[config.mk]
export PLATFORM = sky130hd
export DESIGN_NAME = shift_feeder_flat
export DESIGN_NICKNAME = d
export VERILOG_FILES = /design/src/rtl/shift_feeder_pkg.sv /design/src/rtl/shift_feeder_if.sv /design/src/rtl/shift_feeder_sync_fifo.sv /design/src/rtl/shift_feeder.sv /design/src/flat_wrapper.sv
export SDC_FILE = /design/constraint.sdc
export NUM_CORES = 1
export LEC_CHECK = 0
export ABC_AREA = 1
export CORE_ASPECT_RATIO = 1.4
export CORE_MARGIN = 3
export CORE_UTILIZATION = 65
export CTS_CLUSTER_DIAMETER = 120
export CTS_CLUSTER_SIZE = 20
export DETAILED_ROUTE_END_ITERATION = 10
export DONT_BUFFER_PORTS = 1
export PLACE_DENSITY = 0.81
export SETUP_SLACK_MARGIN = 0.5
export SLEW_MARGIN = 20
export SYNTH_ARGS = -nofsm -noshare
export SYNTH_HDL_FRONTEND = slang
export SYNTH_SLANG_ARGS = --single-unit
[constraint.sdc]
create_clock -name clk -period 3.4 [get_ports clk]
set_input_delay 0.68 -clock clk [delete_from_list [all_inputs] [get_ports clk]]
set_output_delay 0.68 -clock clk [all_outputs]
set_load 0.01 [all_outputs]
[src/rtl/shift_feeder_pkg.sv]
// Shared definitions for shift_feeder: default word width, FSM encoding, clog2 helper.
package shift_feeder_pkg;

    localparam int unsigned WIDTH_DEF = 8;

    typedef enum logic [1:0] {
        ST_IDLE  = 2'd0,
        ST_LOAD  = 2'd1,
        ST_SHIFT = 2'd2,
        ST_GAP   = 2'd3
    } state_e;

    // Ceiling log2 for elaboration-time sizing.
    function automatic int unsigned clog2(input int unsigned n);
        int unsigned r;
        r = 0;
        for (int unsigned i = 0; i < 32; i++) begin
            if ((64'd1 << i) < 64'(n)) r = i + 1;
        end
        return r;
    endfunction

endpackage

[src/rtl/shift_feeder_if.sv]
// Upstream valid/ready word handshake into shift_feeder.
interface shift_feeder_if
    import shift_feeder_pkg::*;
#(
    parameter int unsigned WIDTH = WIDTH_DEF
);
    logic [WIDTH-1:0] in_data;
    logic             in_valid;
    logic             in_ready;

    modport master (output in_data, output in_valid, input in_ready);
    modport slave  (input in_data, input in_valid, output in_ready);
endinterface

[src/rtl/shift_feeder_sync_fifo.sv]
// sync_fifo: WIDTH x DEPTH word buffer with synchronous clear, head-register read.
module sync_fifo
    import shift_feeder_pkg::*;
#(
    parameter int unsigned WIDTH = WIDTH_DEF,
    parameter int unsigned DEPTH = 4
) (
    input  logic                    clk,
    input  logic                    clr,
    input  logic                    push,
    input  logic                    pop,
    input  logic [WIDTH-1:0]        wdata,
    output logic [WIDTH-1:0]        rdata,
    output logic [clog2(DEPTH):0]   level
);
    localparam int unsigned AW = clog2(DEPTH);
    localparam int unsigned LW = AW + 1;

    logic [WIDTH-1:0] mem_q [DEPTH];
    logic [AW-1:0]    wr_ptr_q, wr_ptr_d;
    logic [AW-1:0]    rd_ptr_q, rd_ptr_d;
    logic [LW-1:0]    level_q, level_d;

    // Pointer and occupancy update; simultaneous push/pop leaves level unchanged.
    always_comb begin
        wr_ptr_d = wr_ptr_q;
        rd_ptr_d = rd_ptr_q;
        level_d  = level_q;
        if (push) wr_ptr_d = wr_ptr_q + AW'(1);
        if (pop)  rd_ptr_d = rd_ptr_q + AW'(1);
        case ({push, pop})
            2'b10:   level_d = level_q + LW'(1);
            2'b01:   level_d = level_q - LW'(1);
            default: level_d = level_q;
        endcase
    end

    // Control state; clear flushes the buffer by rewinding pointers.
    always_ff @(posedge clk) begin
        if (clr) begin
            wr_ptr_q <= '0;
            rd_ptr_q <= '0;
            level_q  <= '0;
        end else begin
            wr_ptr_q <= wr_ptr_d;
            rd_ptr_q <= rd_ptr_d;
            level_q  <= level_d;
        end
    end

    // Storage array; contents are don't-care until written.
    always_ff @(posedge clk) begin
        if (push) mem_q[wr_ptr_q] <= wdata;
    end

    assign rdata = mem_q[rd_ptr_q];
    assign level = level_q;

endmodule

[src/rtl/shift_feeder.sv]
// shift_feeder: queues parallel words and sequences load/enable for shift_out.
// Optional SHIFT_FEEDER_GAP_EN adds GAP idle cycles after every word.
module shift_feeder
    import shift_feeder_pkg::*;
#(
    parameter int unsigned WIDTH  = WIDTH_DEF,
    parameter int unsigned DEPTH  = 4,
    parameter int unsigned CWIDTH = 3,
    parameter int unsigned GAP    = 2
) (
    input  logic                  clk,
    input  logic                  clr,
    shift_feeder_if.slave         in_if,
    output logic [WIDTH-1:0]      data_in,
    output logic                  load,
    output logic                  enable,
    output logic                  busy,
    output logic [clog2(DEPTH):0] level
);
    localparam int unsigned LW = clog2(DEPTH) + 1;

    // Elaboration-time parameter sanity.
    if ((DEPTH < 2) || ((DEPTH & (DEPTH - 1)) != 0)) begin : g_bad_depth
        $error("shift_feeder: DEPTH must be a power of two >= 2");
    end
    if ((64'd1 << CWIDTH) < 64'(WIDTH)) begin : g_bad_cwidth
        $error("shift_feeder: CWIDTH too small for WIDTH");
    end
    if (GAP < 1) begin : g_bad_gap
        $error("shift_feeder: GAP must be >= 1");
    end

    logic [WIDTH-1:0]  head_c;
    logic              push_c;
    logic              pop_c;
    logic              start_c;
    logic              nempty_c;

    state_e            state_q, state_d;
    logic [WIDTH-1:0]  data_in_q, data_in_d;
    logic              load_q, load_d;
    logic              enable_q, enable_d;
    logic              busy_q, busy_d;
    logic [CWIDTH-1:0] cnt_q, cnt_d;
`ifdef SHIFT_FEEDER_GAP_EN
    localparam int unsigned GW = clog2(GAP + 1);
    logic [GW-1:0]     gcnt_q, gcnt_d;
`endif

    // Ready only while not full, from the registered level (no full-bypass).
    assign in_if.in_ready = (level < LW'(DEPTH));
    assign push_c         = in_if.in_valid & in_if.in_ready;
    assign nempty_c       = (level != '0);

    sync_fifo #(
        .WIDTH (WIDTH),
        .DEPTH (DEPTH)
    ) u_fifo (
        .clk   (clk),
        .clr   (clr),
        .push  (push_c),
        .pop   (pop_c),
        .wdata (in_if.in_data),
        .rdata (head_c),
        .level (level)
    );

    // Next-state and registered-output logic; entering LOAD pops the head word.
    always_comb begin
        state_d   = state_q;
        data_in_d = data_in_q;
        load_d    = 1'b0;
        enable_d  = 1'b0;
        cnt_d     = cnt_q;
        start_c   = 1'b0;
        pop_c     = 1'b0;
`ifdef SHIFT_FEEDER_GAP_EN
        gcnt_d    = gcnt_q;
`endif
        case (state_q)
            ST_IDLE: start_c = nempty_c;
            ST_LOAD: begin
                state_d  = ST_SHIFT;
                enable_d = 1'b1;
                cnt_d    = '0;
            end
            ST_SHIFT: begin
                if (cnt_q == CWIDTH'(WIDTH - 1)) begin
`ifdef SHIFT_FEEDER_GAP_EN
                    state_d = ST_GAP;
                    gcnt_d  = '0;
`else
                    state_d = ST_IDLE;
                    start_c = nempty_c;
`endif
                end else begin
                    enable_d = 1'b1;
                    cnt_d    = cnt_q + CWIDTH'(1);
                end
            end
`ifdef SHIFT_FEEDER_GAP_EN
            ST_GAP: begin
                if (gcnt_q == GW'(GAP - 1)) begin
                    state_d = ST_IDLE;
                    start_c = nempty_c;
                end else begin
                    gcnt_d = gcnt_q + GW'(1);
                end
            end
`endif
            default: state_d = ST_IDLE;
        endcase
        if (start_c) begin
            state_d   = ST_LOAD;
            load_d    = 1'b1;
            data_in_d = head_c;
            pop_c     = 1'b1;
        end
        busy_d = (state_d != ST_IDLE);
    end

    // State and output registers; clear aborts any word in flight.
    always_ff @(posedge clk) begin
        if (clr) begin
            state_q   <= ST_IDLE;
            data_in_q <= '0;
            load_q    <= 1'b0;
            enable_q  <= 1'b0;
            busy_q    <= 1'b0;
            cnt_q     <= '0;
`ifdef SHIFT_FEEDER_GAP_EN
            gcnt_q    <= '0;
`endif
        end else begin
            state_q   <= state_d;
            data_in_q <= data_in_d;
            load_q    <= load_d;
            enable_q  <= enable_d;
            busy_q    <= busy_d;
            cnt_q     <= cnt_d;
`ifdef SHIFT_FEEDER_GAP_EN
            gcnt_q    <= gcnt_d;
`endif
        end
    end

    assign data_in = data_in_q;
    assign load    = load_q;
    assign enable  = enable_q;
    assign busy    = busy_q;

endmodule
[src/flat_wrapper.sv]
// flat-port wrapper written by rule: the top's interface ports become plain ports
module shift_feeder_flat import shift_feeder_pkg::*;
#(
    parameter int unsigned WIDTH  = WIDTH_DEF,
    parameter int unsigned DEPTH  = 4,
    parameter int unsigned CWIDTH = 3,
    parameter int unsigned GAP    = 2
)
  (clk, clr, data_in, load, enable, busy, level, in_if_in_data, in_if_in_valid, in_if_in_ready);
  shift_feeder_if #(.WIDTH(WIDTH)) in_if_i ();
  input  logic clk;
  input  logic clr;
  output logic [WIDTH-1:0] data_in;
  output logic load;
  output logic enable;
  output logic busy;
  output logic [clog2(DEPTH):0] level;
  input wire logic [$bits(in_if_i.in_data)-1:0] in_if_in_data;
  input wire logic [$bits(in_if_i.in_valid)-1:0] in_if_in_valid;
  output wire logic [$bits(in_if_i.in_ready)-1:0] in_if_in_ready;
  assign in_if_i.in_data = in_if_in_data;
  assign in_if_i.in_valid = in_if_in_valid;
  assign in_if_in_ready = in_if_i.in_ready;
  shift_feeder #(.WIDTH(WIDTH), .DEPTH(DEPTH), .CWIDTH(CWIDTH), .GAP(GAP)) u_core (.clk(clk), .clr(clr), .in_if(in_if_i), .data_in(data_in), .load(load), .enable(enable), .busy(busy), .level(level));
endmodule
==> impl_results.html, run 1 <==
<table>
<tr><th>Metric</th><th>Value</th></tr>
<tr><th colspan="2">Worst hold path</th></tr>
<tr><td>Count of cells along the worst hold path</td><td>1</td></tr>
<tr><td>End of the worst hold path</td><td>u_core.u_fifo.rd_ptr_q[1]</td></tr>
<tr><td>Worst hold path startpoint</td><td>clr</td></tr>
<tr><td>Class of the worst hold path</td><td>input pin to flip-flop</td></tr>
<tr><th colspan="2">Yosys</th></tr>
<tr><td>Number of flip-flops and latches in the synthesized netlist</td><td>55</td></tr>
<tr><td>Post-synth cell types</td><td>20</td></tr>
<tr><td>Compound-cell area share of the yosys netlist</td><td>under 10%</td></tr>
<tr><td>Share of synthesized area spent on multiplexers</td><td>0%</td></tr>
<tr><td>Synth Warn #</td><td>0</td></tr>
<tr><td>Post-synthesis net count</td><td>283</td></tr>
<tr><td>Adder-cell share of the synthesized area</td><td>under 10%</td></tr>
<tr><td>Mapped Cells</td><td>between 200 and 300</td></tr>
<tr><td>Post-synthesis cell area</td><td>2430 um^2</td></tr>
<tr><td>Share of the yosys chip area belonging to registers</td><td>roughly 59%</td></tr>
<tr><td>Synth Area in Simple Gates</td><td>around 22%</td></tr>
<tr><td>Share of the synthesized netlist area taken by xor and xnor gates</td><td>0%</td></tr>
<tr><td>Avg Cell Area, Syn</td><td>9.34 um^2</td></tr>
<tr><td>Dominant combinational cell family by area after synthesis</td><td>simple AND/OR/NAND/NOR gates</td></tr>
<tr><th colspan="2">Critical path</th></tr>
<tr><td>CP Cell Sequence</td><td>inv_1 -&gt; ha_1 -&gt; nand2_1 -&gt; nand2_2 -&gt; nand2_2 -&gt; inv_1 -&gt; ha_1 -&gt; inv_1 -&gt; fa_1 -&gt; inv_1 -&gt; nand2_1 -&gt; nand3_1 -&gt; nand2_1 -&gt; nand2_1 -&gt; nor2_1</td></tr>
<tr><td>Critical path fanouts, max</td><td>13</td></tr>
<tr><td>Worst setup slack for register-to-register paths</td><td>approximately 1.1 ns</td></tr>
<tr><td>Longest individual stage delay on the worst path</td><td>about 0.38 ns</td></tr>
<tr><td>CP endpoint kind</td><td>flip-flop</td></tr>
<tr><td>Depth of the worst register-to-register path</td><td>15</td></tr>
<tr><td>Class of the most critical setup path</td><td>flip-flop to flip-flop</td></tr>
<tr><td>Nature of the critical path startpoint</td><td>flip-flop</td></tr>
<tr><td>Critical register-to-register path endpoint</td><td>u_core.u_fifo.level[2]</td></tr>
<tr><td>Required time at the endpoint of the critical path</td><td>~3.6 ns</td></tr>
<tr><td>Slowest CP cell</td><td>fa_1</td></tr>
<tr><td>Source of the worst register-to-register timing path</td><td>u_core.state_q[0]</td></tr>
<tr><td>CP Data Arrival Time</td><td>2.50 ns</td></tr>
<tr><th colspan="2">Clocking</th></tr>
<tr><td>Clock-pin slew on the worst setup and hold paths</td><td>roughly 0.090 ns</td></tr>
<tr><td>Hold buffers post-CTS</td><td>0</td></tr>
<tr><td>TritonCTS Sinks</td><td>55</td></tr>
<tr><td>PostCTS Resize Cnt</td><td>0</td></tr>
<tr><td>Buffer levels on the longest clock path</td><td>2</td></tr>
<tr><td>Worst skew pair latency</td><td>0.30 ns</td></tr>
<tr><td>TritonCTS buffer count</td><td>5</td></tr>
<tr><td>CTS tree</td><td>done</td></tr>
<tr><td>Root buffer cell</td><td>clkbuf_8</td></tr>
<tr><td>H-tree levels</td><td>2</td></tr>
<tr><td>Post-CTS setup buffer count</td><td>0</td></tr>
<tr><th colspan="2">Layout</th></tr>
<tr><td>Layout overhead on the synthesized area</td><td>4.22%</td></tr>
<tr><td>Most used cells in the layout excluding fill and tap cells</td><td>nand2_1 (71), inv_1 (39), edfxtp_1 (32)</td></tr>
<tr><td>Utilization after layout</td><td>around 73%</td></tr>
<tr><td>Share of layout cells above drive strength 1</td><td>under 10%</td></tr>
<tr><td>Number of nets in the layout</td><td>about 280</td></tr>
<tr><td>Commonest non-fill, non-tap cell in the layout</td><td>nand2_1</td></tr>
<tr><td>Antenna Cells</td><td>0</td></tr>
<tr><th colspan="2">Place</th></tr>
<tr><td>GP Congestion</td><td>around 0.76</td></tr>
<tr><td>Port Buf Inserts</td><td>0</td></tr>
<tr><td>Detailed placement HPWL</td><td>around 2800 um</td></tr>
<tr><th colspan="2">Timing</th></tr>
<tr><td># setup viols final</td><td>0</td></tr>
<tr><td>Remaining max-slew budget at the tightest pin</td><td>44.4%</td></tr>
<tr><td>Upper clock frequency limit</td><td>approximately 430 MHz</td></tr>
<tr><td>Final critical delay including setup and external delays</td><td>around 2.3 ns</td></tr>
<tr><td>Final period utilization</td><td>roughly 68%</td></tr>
<tr><td>Setup repair after global routing missed its margin</td><td>no</td></tr>
<tr><td>Worst Skew</td><td>~0.011 ns</td></tr>
<tr><td>Setup TNS Final</td><td>0 ns</td></tr>
<tr><td>Count of pins over their slew limit</td><td>0</td></tr>
<tr><td>Slew of the pin with the lowest slew margin</td><td>slightly above 0.8 ns</td></tr>
<tr><td>Hold violation count in the final report</td><td>0</td></tr>
<tr><th colspan="2">Run status</th></tr>
<tr><td>Result of the run</td><td>finished clean</td></tr>
<tr><th colspan="2">Power and ir drop</th></tr>
<tr><td>Power Density</td><td>around 760 nW/um^2</td></tr>
<tr><td>Net switching share of the total power</td><td>34.7%</td></tr>
<tr><td>Clk network pwr share</td><td>between 20% and 30%</td></tr>
<tr><td>Worst IR drop on VDD</td><td>around 0.56 mV</td></tr>
<tr><td>Combinational power share</td><td>~28%</td></tr>
<tr><td>Net load switching power</td><td>between 0.0006 and 0.0007 W</td></tr>
<tr><td>Leak pwr</td><td>1.14 nW</td></tr>
<tr><td>Internal Pwr Total</td><td>about 0.0012 W</td></tr>
<tr><td>Sum of internal, switching and leakage power</td><td>about 0.0019 W</td></tr>
<tr><td>Sequential power share</td><td>49.6%</td></tr>
<tr><th colspan="2">Routing</th></tr>
<tr><td>Router iterations before antenna repair</td><td>4</td></tr>
<tr><td>Number of vias after detailed routing</td><td>between 1500 and 2000</td></tr>
<tr><td>Number of DRC markers in iteration 0</td><td>65</td></tr>
<tr><td>DRT antenna net count</td><td>0</td></tr>
<tr><td>Detailed-route wire length</td><td>between 3000 and 4000 um</td></tr>
<tr><td>Residual DRC</td><td>0</td></tr>
<tr><td>Post-DR vias/cell</td><td>approximately 5.2</td></tr>
<tr><td>Detail-routed net length per standard cell</td><td>around 13 um</td></tr>
<tr><th colspan="2">Floorplanning</th></tr>
<tr><td>Num ports</td><td>26</td></tr>
<tr><td>Vertical die dimension</td><td>78.3 um</td></tr>
<tr><td>Placeable core region</td><td>approximately 3500 um^2</td></tr>
<tr><td>Number of standard-cell rows in the floorplan</td><td>25</td></tr>
<tr><td>Horizontal die dimension</td><td>57.7 um</td></tr>
<tr><td>DIE AREA</td><td>roughly 4500 um^2</td></tr>
<tr><td>Initial standard-cell utilization of the core</td><td>about 70%</td></tr>
<tr><th colspan="2">Global routing</th></tr>
<tr><td>Number of global-route vias before repair</td><td>between 1500 and 2000</td></tr>
<tr><td>Global router's overall resource usage</td><td>between 10% and 20%</td></tr>
<tr><td>Wire length of the first global-routing pass</td><td>approximately 6600 um</td></tr>
<tr><td>Antenna violations before repair</td><td>0</td></tr>
<tr><td>Total overflow reported by the global router</td><td>0</td></tr>
<tr><td>Largest net degree at the start of global routing</td><td>37</td></tr>
<tr><th colspan="2">Job</th></tr>
<tr><td>Max-cap violations</td><td>0</td></tr>
</table>
==> registers in the layout, summed over array words and instances, names as in the netlist <==
signal and cells:
u_core.cnt_q 3, u_core.load 1, u_core.busy 1, u_core.state_q 2
u_core.data_in 8, u_core.u_fifo.rd_ptr_q 2, u_core.enable 1, u_core.u_fifo.mem_q 32
u_core.u_fifo.wr_ptr_q 2, u_core.u_fifo.level 3
==> power by group through the flow <==
stage          clock network (W)  registers, W  logic, W
2_1_floorplan                  0      0.000911  0.000511
3_3_place_gp                   0      0.000961  0.000518
3_5_place_dp                   0      0.000966  0.000537
4_1_cts                 0.000441      0.000950  0.000540
5_1_grt                 0.000470      0.000966  0.000622
6_report                0.000431      0.000949  0.000533
==> critical path, delay by kind of cell (launching register included) <==
| family | cells | cell delay [ns] |
|---|---|---|
| adder cells (fa/ha/maj) | 3 | 0.82 |
| AND/OR/NAND/NOR | 8 | 0.66 |
| buffers and inverters | 4 | 0.40 |
| flip-flops | 1 | 0.34 |
==> worst max path at each step <==
| stage | start | end | slack [ns] | depth (start not counted) |
|---|---|---|---|---|
| after floorplan | u_core.state_q[0] | u_core.u_fifo.level[2] | 1.47 | 15 |
| after global placement | u_core.state_q[0] | u_core.u_fifo.level[2] | 1.24 | 15 |
| after detailed placement | u_core.state_q[0] | u_core.u_fifo.level[2] | 1.11 | 15 |
| after CTS | u_core.state_q[0] | u_core.u_fifo.level[2] | 1.09 | 15 |
| after global routing | u_core.state_q[0] | u_core.u_fifo.level[2] | 0.85 | 15 |
| final | u_core.state_q[0] | u_core.u_fifo.level[2] | 1.09 | 15 |
==> stage by stage <==
stage / worst slack, ns / cell area (um^2) / hold WS (ns) / std cells
2_1_floorplan: 1.47 / 2430 / 0.429 / 260
3_3_place_gp: 1.24 / 2410 / 0.446 / 293
3_5_place_dp: 1.11 / 2410 / 0.474 / 293
4_1_cts: 1.09 / 2530 / 0.424 / 301
5_1_grt: 0.846 / 2530 / 0.414 / 301
6_report: 1.09 / 2530 / 0.429 / 301
==> layer usage <==
metal	GRT usage, %	up-vias	part of all wire (%)
li1	-	812	-
met1	19.8	717	39
met2	34.2	38	52
met3	5.76	12	5.0
met4	11.8	0	3.8
met5	0	-	0
==> kinds of logic (layout without fill, tap and decap cells) <==
kind of cell / after synthesis / in the layout
AND/OR/NAND/NOR: 128 / 128
flip-flops: 55 / 55
buffers and inverters: 47 / 48
AO/OA/AOI/OAI: 18 / 18
adder cells (fa/ha/maj): 12 / 12
==> cells in the mapped netlist <==
master	n	area, um^2
inv_1	39	146
buf_6	3	33.8
edfxtp_1	32	961
dfxtp_1	23	460
inv_2	1	3.75
o211ai_1	2	15.0
nor2_1	26	97.6
buf_8	1	15.0
a21oi_1	9	45.0
fa_1	1	20.0
or2_2	6	37.5
buf_2	2	10.0
nand2_1	71	267
ha_1	11	138
nand2_2	2	12.5
buf_4	1	7.51
nand3_1	20	100
o21ai_0	7	35.0
nor2_4	1	11.3
or2_0	2	12.5
==> area by class of cell <==
| type | count | area, um^2 |
|---|---|---|
| fillers | 254 | 941 |
| clock buffers | 6 | 82.6 |
| flip-flops and latches | 55 | 1420 |
| clock inverters | 2 | 35.0 |
| well taps | 40 | 50.0 |
| inverters | 40 | 150 |
| multi-input cells | 158 | 791 |
Note: power is estimated with default switching activity, not from simulation.
==> run 2, diff against run 1 <==
--- a/config.mk
+++ b/config.mk
@@ -8,12 +8,12 @@
 export ABC_AREA = 1
 export CORE_ASPECT_RATIO = 1.4
 export CORE_MARGIN = 3
-export CORE_UTILIZATION = 65
+export CORE_UTILIZATION = 56
 export CTS_CLUSTER_DIAMETER = 120
 export CTS_CLUSTER_SIZE = 20
 export DETAILED_ROUTE_END_ITERATION = 10
 export DONT_BUFFER_PORTS = 1
-export PLACE_DENSITY = 0.81
+export PLACE_DENSITY = 0.74
 export SETUP_SLACK_MARGIN = 0.5
 export SLEW_MARGIN = 20
 export SYNTH_ARGS = -nofsm -noshare
==> constraint.sdc (replaced) <==
create_clock -name clk -period 2.02 [get_ports clk]
set_input_delay 0.404 -clock clk [delete_from_list [all_inputs] [get_ports clk]]
set_output_delay 0.404 -clock clk [all_outputs]
set_load 0.01 [all_outputs]
==> impl_results.html, run 2 (same netlist as run 1, synthesis figures left out) <==
<table>
<tr><th>Metric</th><th>Value</th></tr>
<tr><th colspan="2">Power and ir drop</th></tr>
<tr><td>Worst IR drop on VDD</td><td>0.720 mV (was 0.563 mV)</td></tr>
<tr><td>Power Density</td><td>1260 nW/um^2 (was 756 nW/um^2)</td></tr>
<tr><td>Leak pwr</td><td>1.22 nW (was 1.14 nW)</td></tr>
<tr><th colspan="2">Routing</th></tr>
<tr><td>Detail-routed net length per standard cell</td><td>13.4 um (was 13.1 um)</td></tr>
<tr><td>Number of vias after detailed routing</td><td>1661 (was 1579)</td></tr>
<tr><td>Residual DRC</td><td>0 (unchanged)</td></tr>
<tr><td>DRT antenna net count</td><td>0 (unchanged)</td></tr>
<tr><td>Detailed-route wire length</td><td>4340 um (was 3960 um)</td></tr>
<tr><td>Post-DR vias/cell</td><td>5.14 (was 5.25)</td></tr>
<tr><td>Number of DRC markers in iteration 0</td><td>55 (was 65)</td></tr>
<tr><td>Router iterations before antenna repair</td><td>4 (unchanged)</td></tr>
<tr><th colspan="2">Timing</th></tr>
<tr><td># setup viols final</td><td>0 (unchanged)</td></tr>
<tr><td>Final critical delay including setup and external delays</td><td>1.81 ns (was 2.31 ns)</td></tr>
<tr><td>Hold violation count in the final report</td><td>0 (unchanged)</td></tr>
<tr><td>Final period utilization</td><td>89.6% (was 67.8%)</td></tr>
<tr><td>Count of pins over their slew limit</td><td>0 (unchanged)</td></tr>
<tr><td>Worst hold slack after final layout</td><td>0.141 ns (was 0.429 ns)</td></tr>
<tr><td>Worst Skew</td><td>0.0119 ns (was 0.0111 ns)</td></tr>
<tr><td>Setup repair after global routing missed its margin</td><td>yes (was no)</td></tr>
<tr><td>Upper clock frequency limit</td><td>553 MHz (was 434 MHz)</td></tr>
<tr><td>Remaining max-slew budget at the tightest pin</td><td>64.5% (was 44.4%)</td></tr>
<tr><td>Slew of the pin with the lowest slew margin</td><td>0.531 ns (was 0.830 ns)</td></tr>
<tr><td>Setup TNS Final</td><td>0 ns (unchanged)</td></tr>
<tr><th colspan="2">Critical path</th></tr>
<tr><td>Critical path origin</td><td>u_core.cnt_q[0] (was u_core.state_q[0])</td></tr>
<tr><td>Required time at the endpoint of the critical path</td><td>2.24 ns (was 3.60 ns)</td></tr>
<tr><td>Source of the worst register-to-register timing path</td><td>u_core.cnt_q[0] (was u_core.state_q[0])</td></tr>
<tr><td>Nature of the critical path startpoint</td><td>flip-flop (unchanged)</td></tr>
<tr><td>CP endpoint kind</td><td>flip-flop (unchanged)</td></tr>
<tr><td>CP Data Arrival Time</td><td>2.03 ns (was 2.50 ns)</td></tr>
<tr><td>Critical path destination</td><td>u_core.u_fifo.level[2] (unchanged)</td></tr>
<tr><td>Critical path fanouts, max</td><td>2 (was 13)</td></tr>
<tr><td>Worst setup slack for register-to-register paths</td><td>0.21 ns (was 1.09 ns)</td></tr>
<tr><td>Critical register-to-register path endpoint</td><td>u_core.u_fifo.level[2] (unchanged)</td></tr>
<tr><td>Depth of the worst register-to-register path</td><td>15 (unchanged)</td></tr>
<tr><td>Class of the most critical setup path</td><td>flip-flop to flip-flop (unchanged)</td></tr>
<tr><th colspan="2">Global routing</th></tr>
<tr><td>Antenna violations before repair</td><td>0 (unchanged)</td></tr>
<tr><td>Global router's overall resource usage</td><td>18.6% (was 19.5%)</td></tr>
<tr><td>Largest net degree at the start of global routing</td><td>22 (was 37)</td></tr>
<tr><td>Number of global-route vias before repair</td><td>1677 (was 1571)</td></tr>
<tr><td>Total overflow reported by the global router</td><td>0 (unchanged)</td></tr>
<tr><td>Wire length of the first global-routing pass</td><td>7140 um (was 6610 um)</td></tr>
<tr><th colspan="2">Clocking</th></tr>
<tr><td>Hold buffers post-CTS</td><td>0 (unchanged)</td></tr>
<tr><td>Root buffer cell</td><td>clkbuf_8 (unchanged)</td></tr>
<tr><td>Buffer levels on the longest clock path</td><td>2 (unchanged)</td></tr>
<tr><td>TritonCTS Sinks</td><td>55 (unchanged)</td></tr>
<tr><td>H-tree levels</td><td>2 (unchanged)</td></tr>
<tr><td>Worst skew pair latency</td><td>0.31 ns (was 0.30 ns)</td></tr>
<tr><td>TritonCTS buffer count</td><td>5 (unchanged)</td></tr>
<tr><td>Clock-pin slew on the worst setup and hold paths</td><td>0.10 ns (was 0.09 ns)</td></tr>
<tr><td>CTS tree</td><td>done (unchanged)</td></tr>
<tr><th colspan="2">Layout</th></tr>
<tr><td>Fill cells</td><td>326 (was 254)</td></tr>
<tr><td>Share of layout cells above drive strength 1</td><td>19.6% (was 7.28%)</td></tr>
<tr><td>Number of flip-flops in the largest register</td><td>32 (unchanged)</td></tr>
<tr><td>Sequential cell area</td><td>1430 um^2 (was 1420 um^2)</td></tr>
<tr><td>Multi-input logic area</td><td>865 um^2 (was 791 um^2)</td></tr>
<tr><td>Number of nets in the layout</td><td>302 (was 283)</td></tr>
<tr><td>Antenna Cells</td><td>0 (unchanged)</td></tr>
<tr><td>Layout overhead on the synthesized area</td><td>12.6% (was 4.22%)</td></tr>
<tr><td>Register with the highest flop count</td><td>u_core.u_fifo.mem_q (unchanged)</td></tr>
<tr><td>Most used cells in the layout excluding fill and tap cells</td><td>nand2_1 (70), inv_1 (32), edfxtp_1 (32) (was nand2_1 (71), inv_1 (39), edfxtp_1 (32))</td></tr>
<tr><td>Commonest non-fill, non-tap cell in the layout</td><td>nand2_1 (unchanged)</td></tr>
<tr><th colspan="2">Worst hold path</th></tr>
<tr><td>Class of the worst hold path</td><td>input pin to flip-flop (unchanged)</td></tr>
<tr><td>Worst hold path startpoint</td><td>clr (unchanged)</td></tr>
<tr><th colspan="2">Place</th></tr>
<tr><td>Port Buf Inserts</td><td>0 (unchanged)</td></tr>
<tr><td>Detailed placement HPWL</td><td>2960 um (was 2850 um)</td></tr>
<tr><td>GP Congestion</td><td>0.734 (was 0.763)</td></tr>
<tr><th colspan="2">Floorplanning</th></tr>
<tr><td>Initial standard-cell utilization of the core</td><td>59.9% (was 69.9%)</td></tr>
<tr><td>Num ports</td><td>26 (unchanged)</td></tr>
<tr><td>DIE AREA</td><td>5170 um^2 (was 4520 um^2)</td></tr>
<tr><td>Vertical die dimension</td><td>83.9 um (was 78.3 um)</td></tr>
<tr><td>Horizontal die dimension</td><td>61.7 um (was 57.7 um)</td></tr>
<tr><td>Number of standard-cell rows in the floorplan</td><td>27 (was 25)</td></tr>
<tr><td>Placeable core region</td><td>4050 um^2 (was 3470 um^2)</td></tr>
<tr><th colspan="2">Job</th></tr>
<tr><td>Max-cap violations</td><td>0 (unchanged)</td></tr>
<tr><th colspan="2">Run status</th></tr>
<tr><td>Result of the run</td><td>finished clean (unchanged)</td></tr>
</table>
==> run 2: changes by cell type in the layout (fill, tap and decap cells not counted), sizes merged <==
| cell | before | now |
|---|---|---|
| buf | 0 | 19 |
| inv | 40 | 42 |
| bufinv | 1 | 0 |
| clkbuf | 6 | 5 |
| clkinv | 1 | 0 |
| clkinvlp | 0 | 1 |
==> run 2: what timing repair did <==
action	in CTS	in global routing
pin swaps	4	1
buffers inserted	6	3
gates resized for setup	6	2
setup endpoints to repair	2	35
==> run 2: area by class of cell <==
cell class / instances / area share, %
sequential: 55 / 52.3
multi-input combinational: 158 / 31.6
inverter: 40 / 5.58
timing repair buffer: 19 / 5.22
clock buffer: 5 / 2.52
tap: 43 / 1.97
clock inverter: 3 / 0.824
==> run 2: power breakdown <==
part,internal [W],total [W],leakage [nW],switching [W]
clock network,0.000250,0.000617,0.0451,0.000367
logic,0.000521,0.00129,0.696,0.000767
registers,0.00140,0.00154,0.484,0.000142
==> run 2: per-layer routing <==
metal	GRT usage (%)	up-vias	routed length (um)	part of all wire (%)
li1	-	849	-	-
met1	18.7	784	1710	39
met2	34.6	24	2420	56
met3	5.11	4	163	3.8
met4	5.79	0	51	1.2
met5	0	-	0	0
==> run 2: metrics by stage <==
step	power, W	cell area, um^2	cells	util [%]	worst slack [ns]
after CTS	0.00339	2710	320	66.8	0.245
final	0.00345	2730	323	67.4	0.210
after floorplan	0.00247	2500	260	-	0.261
after global routing	0.00370	2730	323	67.4	0.0896
after global placement	0.00265	2560	306	63.1	0.242
after detailed placement	0.00268	2560	306	63.1	0.201
==> run 2: worst min path at each step <==
stage	to	depth (start not counted)
6_report	u_core.cnt_q[1]	1
4_1_cts	u_core.cnt_q[1]	1
3_5_place_dp	u_core.cnt_q[0]	1
3_3_place_gp	u_core.cnt_q[0]	1
5_1_grt	u_core.u_fifo.rd_ptr_q[1]	1
2_1_floorplan	u_core.cnt_q[0]	1
==> run 2: worst max-delay path, stage by stage (launching register included) <==
cell and delay (ns):
dfxtp_2 0.37, ha_4 0.14, ha_4 0.13, nand2_4 0.05, nand2_4 0.06, nand2_4 0.05, inv_4 0.07, ha_4 0.14
inv_2 0.04, fa_2 0.34, inv_2 0.05, nand2_1 0.05, nand3_1 0.08, nand2_1 0.05, nand2_1 0.05, nor2_1 0.04
